**src/rtl/count_pkg.sv**
```systemverilog
// count_capture shared definitions.
// Default sizes and helpers for the capture path.
package count_pkg;

    localparam int COUNT_W_DEF = 33;
    localparam int DEPTH_DEF   = 8;
    localparam int DROP_W      = 8;

    function automatic logic [DROP_W-1:0] sat_inc(
        input logic [DROP_W-1:0] v
    );
        return (&v) ? v : v + DROP_W'(1);
    endfunction

endpackage

```
**src/rtl/count_capture_if.sv**
```systemverilog
// count_capture output stream.
// FWFT head with valid/ready handshake.
interface count_capture_if
    import count_pkg::*;
#(
    parameter int W = COUNT_W_DEF
) ();

    logic         out_valid;
    logic [W-1:0] out_data;
    logic         out_ready;

    modport master (
        output out_valid,
        output out_data,
        input  out_ready
    );

    modport slave (
        input  out_valid,
        input  out_data,
        output out_ready
    );

endinterface

```
**src/rtl/capture_fifo.sv**
```systemverilog
// capture_fifo: first-word fall-through FIFO.
// A push into a full FIFO is taken only with a pop.
module capture_fifo
    import count_pkg::*;
#(
    parameter int  W     = COUNT_W_DEF,
    parameter int  DEPTH = DEPTH_DEF,
    localparam int AW    = $clog2(DEPTH),
    localparam int LW    = AW + 1
) (
    input  logic          clk,
    input  logic          rst_n,
    input  logic          push,
    input  logic [W-1:0]  din,
    input  logic          pop,
    output logic [W-1:0]  dout,
    output logic [LW-1:0] level,
    output logic          full,
    output logic          empty
);

    logic [W-1:0]  mem [DEPTH];
    logic [AW-1:0] wr_ptr;
    logic [AW-1:0] rd_ptr;
    logic          do_push;
    logic          do_pop;

    assign empty   = (level == '0);
    assign full    = (level == LW'(DEPTH));
    assign do_pop  = pop & ~empty;
    assign do_push = push & (~full | do_pop);
    assign dout    = empty ? '0 : mem[rd_ptr];

    // Storage needs no reset; only valid entries are ever shown.
    always_ff @(posedge clk) begin
        if (do_push) mem[wr_ptr] <= din;
    end

    // Pointers wrap naturally at the power-of-two depth.
    always_ff @(posedge clk or negedge rst_n) begin
        if (!rst_n) begin
            wr_ptr <= '0;
            rd_ptr <= '0;
            level  <= '0;
        end else begin
            if (do_push) wr_ptr <= wr_ptr + AW'(1);
            if (do_pop)  rd_ptr <= rd_ptr + AW'(1);
            unique case ({do_push, do_pop})
                2'b10:   level <= level + LW'(1);
                2'b01:   level <= level - LW'(1);
                default: level <= level;
            endcase
        end
    end

endmodule

```
**src/rtl/count_capture.sv**
```systemverilog
// count_capture: timestamps async events into a FIFO.
// Drops on full are counted and flagged sticky.
module count_capture
    import count_pkg::*;
#(
    parameter int  COUNT_W = COUNT_W_DEF,
    parameter int  DEPTH   = DEPTH_DEF,
    localparam int LW      = $clog2(DEPTH) + 1
) (
    input  logic               clk,
    input  logic               rst_n,
    input  logic [COUNT_W-1:0] count,
    input  logic               arm,
    input  logic               event_in,
    count_capture_if.master    bus,
    output logic [LW-1:0]      level,
    output logic               overflow,
    output logic [DROP_W-1:0]  drop_cnt,
    input  logic               clear_ovf
);

    logic s1;
    logic s2;
    logic s3;
    logic cap_pulse;
    logic req;
    logic full;
    logic empty;
    logic pop_ok;
    logic drop;

    assign cap_pulse     = s2 & ~s3;
    assign req           = cap_pulse & arm;
    assign pop_ok        = bus.out_ready & ~empty;
    assign drop          = req & full & ~pop_ok;
    assign bus.out_valid = ~empty;

    // Two-flop synchronizer plus history flop for rise detection.
    always_ff @(posedge clk or negedge rst_n) begin
        if (!rst_n) begin
            s1 <= 1'b0;
            s2 <= 1'b0;
            s3 <= 1'b0;
        end else begin
            s1 <= event_in;
            s2 <= s1;
            s3 <= s2;
        end
    end

    capture_fifo #(
        .W     (COUNT_W),
        .DEPTH (DEPTH)
    ) u_fifo (
        .clk   (clk),
        .rst_n (rst_n),
        .push  (req),
        .din   (count),
        .pop   (bus.out_ready),
        .dout  (bus.out_data),
        .level (level),
        .full  (full),
        .empty (empty)
    );

    // Sticky overflow; a drop in the clear cycle still counts as one.
    always_ff @(posedge clk or negedge rst_n) begin
        if (!rst_n) begin
            overflow <= 1'b0;
            drop_cnt <= '0;
        end else if (drop) begin
            overflow <= 1'b1;
            drop_cnt <= clear_ovf ? DROP_W'(1) : sat_inc(drop_cnt);
        end else if (clear_ovf) begin
            overflow <= 1'b0;
            drop_cnt <= '0;
        end
    end

endmodule

```
**src/flat_wrapper.sv**
```systemverilog
// flat-port wrapper written by rule: the top's interface ports become plain ports
module count_capture_flat import count_pkg::*;
#(
    parameter int  COUNT_W = COUNT_W_DEF,
    parameter int  DEPTH   = DEPTH_DEF,
    localparam int LW      = $clog2(DEPTH) + 1
)
  (clk, rst_n, count, arm, event_in, level, overflow, drop_cnt, clear_ovf, bus_out_valid, bus_out_data, bus_out_ready);
  count_capture_if #(.W((33))) bus_i ();
  input  logic clk;
  input  logic rst_n;
  input  logic [COUNT_W-1:0] count;
  input  logic arm;
  input  logic event_in;
  output logic [LW-1:0] level;
  output logic overflow;
  output logic [DROP_W-1:0] drop_cnt;
  input  logic clear_ovf;
  output wire logic [$bits(bus_i.out_valid)-1:0] bus_out_valid;
  output wire logic [$bits(bus_i.out_data)-1:0] bus_out_data;
  input wire logic [$bits(bus_i.out_ready)-1:0] bus_out_ready;
  assign bus_out_valid = bus_i.out_valid;
  assign bus_out_data = bus_i.out_data;
  assign bus_i.out_ready = bus_out_ready;
  count_capture #(.COUNT_W(COUNT_W), .DEPTH(DEPTH)) u_core (.clk(clk), .rst_n(rst_n), .count(count), .arm(arm), .event_in(event_in), .bus(bus_i), .level(level), .overflow(overflow), .drop_cnt(drop_cnt), .clear_ovf(clear_ovf));
endmodule
```
**config.mk**
```make
export PLATFORM = sky130hd
export DESIGN_NAME = count_capture_flat
export DESIGN_NICKNAME = d
export VERILOG_FILES = /design/src/rtl/count_pkg.sv /design/src/rtl/count_capture_if.sv /design/src/rtl/capture_fifo.sv /design/src/rtl/count_capture.sv /design/src/flat_wrapper.sv
export SDC_FILE = /design/constraint.sdc
export NUM_CORES = 1
export LEC_CHECK = 0
export CELL_PAD_IN_SITES_DETAIL_PLACEMENT = 1
export CELL_PAD_IN_SITES_GLOBAL_PLACEMENT = 1
export CORE_MARGIN = 3
export CORE_UTILIZATION = 51
export DETAILED_ROUTE_END_ITERATION = 16
export GPL_TIMING_DRIVEN = 0
export PLACE_DENSITY = 0.81
export REMOVE_ABC_BUFFERS = 1
export SLEW_MARGIN = 20
export SYNTH_ARGS = -nofsm -noshare
export SYNTH_HDL_FRONTEND = slang
export SYNTH_SLANG_ARGS = --single-unit
```
**constraint.sdc**
```tcl
create_clock -name clk -period 6.1 [get_ports clk]
set_input_delay 1.22 -clock clk [delete_from_list [all_inputs] [get_ports clk]]
set_output_delay 1.22 -clock clk [all_outputs]
set_load 0.01 [all_outputs]
```
==> flow_metrics.env <==
export IMPL_setup_worst_path_start_class="flop"
export IMPL_n_fill_cell=1748
export IMPL_cts_setup_buffers=0
export IMPL_cp_end_kind="output pin"
export IMPL_postRouteAntennaNets=0
export IMPL_crit_required_ns=4.88
export IMPL_syn_cell_area_um2=11200
export IMPL_ys_flop_type="edfxtp_1"
export IMPL_vdd_ir_drop_max_v=0.000266
export IMPL_ctsHtreeMaxLevel=1
export IMPL_post_dp_cell_area_um2=12700
export IMPL_fin_crit_ns=4.35
export IMPL_clk_pin_slew_ns=0.06
export IMPL_antennaDiodeCount=0
export IMPL_finClkSkew_ns=0.00781
export IMPL_drive_above_1_share_pct=23.7
export IMPL_hold_class="reg2reg"
export IMPL_p_leak_nw=4.56
export IMPL_grt_antenna_before_repair=0
export IMPL_synth_top_area_share_pct=70.8
export IMPL_async_flop_share_pct=7.69
export IMPL_powerDensity_nw_per_um2=438
export IMPL_hold_violations=0
export IMPL_num_rows=53
export IMPL_crit_arrival_ns=3.13
export IMPL_crit_buf_inv=3
export IMPL_critPathMaxStageDelay_ns=0.66
export IMPL_finalCritPeriodShare_pct=71.3
export IMPL_grt_pass1_wl_um=38700
export IMPL_syn_area_per_cell_um2=21.0
export IMPL_worstPathMaxFanout=28
export IMPL_die_h_um=154
export IMPL_drtPass1Iterations=4
export IMPL_pre_cts_slack_ns=1.94
export IMPL_synth_cells=534
export IMPL_crit_family="buffers and inverters"
export IMPL_synth_largest_area_cell="edfxtp_1"
export IMPL_clk_path_buf_depth=3
export IMPL_drt_vias_per_instance=5.93
export IMPL_drt_iter0_drc=376
export IMPL_grtUsageTotal_pct=21.4
export IMPL_cts_tree="done"
export IMPL_rsz0062_at_grt="false"
export IMPL_final_area_um2=13600
export IMPL_drv_cap=0
export IMPL_ys_seq_area_share_pct=75.7
export IMPL_core_um2=21300
export IMPL_grt_max_degree=40
export IMPL_setup_ws_ns=1.75
export IMPL_vias=5655
export IMPL_fmax_ghz=0.230
export IMPL_holdBufCountCts=0
export IMPL_port_buffers=85
export IMPL_die_x_um=154
export IMPL_final_core_util_pct=64.1
export IMPL_synth_edff_count=264
export IMPL_numClockSinks=286
export IMPL_synthDistinctLibCells=46
export IMPL_post_dp_hpwl_um=16000
export IMPL_drc_errors=0
export IMPL_final_max_slew_viol_count=0
export IMPL_max_slew_margin_pct=35.4
export IMPL_wl_per_cell_um=26.4
export IMPL_nets=703
export IMPL_yosysWarningCount=0
export IMPL_worst_pin_slew_ns=0.961
export IMPL_grt_remaining_overflow=0
export IMPL_io_pins=86
export IMPL_start_util_pct=52.6
export IMPL_path_class="reg2out"
export IMPL_ys_top_cells_by_area="edfxtp_1 71%, mux4_2 13%, dfrtp_1 4.9%, mux2i_1 2.9%, nor2_1 1.3%"
export IMPL_cts_buffers=29
export IMPL_root_buffer="clkbuf_16"
export IMPL_finalSetupViolCount=0
export IMPL_syn_to_final_growth_pct=21.8
export IMPL_cts_resized=0
export IMPL_wl_um=25200
export IMPL_ys_seq_elements=286
export IMPL_crit_slowest_cell="dfrtp_4"
export IMPL_place_congestion=0.748
export IMPL_crit_chain="buf_16, buf_12, mux4_2, mux2i_1, nor2_1, clkdlybuf4s50_1"
export IMPL_die_area_um2=23800
export IMPL_outcome="complete, no violations"
export IMPL_grt_pass1_vias=6336
export IMPL_clk_latency_ns=0.54
==> cell families (layout without fill, tap and decap cells) <==
| kind of cell | count (synthesis) | in the layout | share of synthesized area, % |
|---|---|---|---|
| flops | 286 | 286 | 75.7 |
| simple gates | 79 | 79 | 3.69 |
| fa+ha+maj | 6 | 6 | 0.670 |
| mux | 101 | 101 | 16.4 |
| compound gates | 22 | 22 | 1.47 |
| xor+xnor | 9 | 9 | 0.704 |
| buf+inv | 31 | 176 | 1.35 |
==> cell usage after synthesis, types with 4 or more instances <==
cell / number
mux4_2: 66
buf_1: 7
o311ai_0: 4
xnor2_1: 4
a21oi_1: 6
mux2i_1: 33
buf_2: 7
nor2_1: 39
nor3_1: 7
clkbuf_1: 8
xor2_1: 5
nand2_1: 11
edfxtp_1: 264
ha_1: 6
o41ai_1: 4
dfrtp_1: 22
==> layout by cell type, fill, tap and decap left out, types with 5 or more instances in the layout <==
cell type / count
mux2i_1: 33
buf_6: 7
clkbuf_16: 29
edfxtp_1: 264
a21oi_1: 6
xor2_1: 5
buf_2: 5
clkbuf_1: 8
buf_4: 16
dfrtp_1: 19
nand2_1: 11
ha_1: 6
clkdlybuf4s50_1: 84
nor2_1: 36
mux4_2: 66
==> worst paths after layout <==
check	endpoint	startpoint	depth (start not counted)	slack (ns)
max reg2reg	u_core.u_fifo.level[2]	u_core.u_fifo.level[2]	10	3.12
min reg2reg	u_core.s2	u_core.s1	0	0.36
max in group asynchronous	u_core.u_fifo.rd_ptr[2]	rst_n	1	5.05
min in group asynchronous	u_core.s1	rst_n	1	0.65
max	bus_out_data[26]	u_core.u_fifo.rd_ptr[0]	6	1.75
min	u_core.s2	u_core.s1	0	0.36
==> state kept, by name, indices dropped and copies added (netlist names) <==
register and cells:
u_core.u_fifo.rd_ptr 3, u_core.u_fifo.level 4, u_core.s1 1, u_core.drop_cnt 8, u_core.s2 1, u_core.u_fifo.wr_ptr 3
u_core.overflow 1, u_core.u_fifo.mem 264, u_core.s3 1
==> where the power goes <==
part	switching, mW	total, mW	internal [mW]
sequential	0.249	2.50	2.25
clock	0.718	1.72	1.00
combinational	0.749	1.75	1.00
==> metrics by stage <==
step                      TNS [ns]  cells  hold WS (ns)  power [mW]
final                            0    954         0.360        5.97
after global routing             0    954         0.371        6.23
after CTS                        0    954         0.361        6.04
after detailed placement         0    902         0.347        4.30
after global placement     -310.89    867         0.335        4.25
after floorplan                  0    507         0.331        3.50
==> final cells by class <==
| class | instances | area, um^2 | area share, % |
|---|---|---|---|
| clock inverter | 15 | 164 | 1.20 |
| tap | 275 | 344 | 2.52 |
| timing repair buffer | 120 | 1250 | 9.20 |
| sequential | 286 | 8490 | 62.2 |
| clock buffer | 37 | 756 | 5.54 |
| inverter | 4 | 15.0 | 0.110 |
| multi-input combinational | 217 | 2620 | 19.2 |
==> routing by layer <==
layer	vias up	wire [um]	global-route usage, %
li1	2441	-	-
met4	0	633	5.68
met2	162	13300	37.4
met5	-	0	0
met3	41	1020	3.55
met1	3011	10200	28.3
Power figures use the tool's default switching activity.
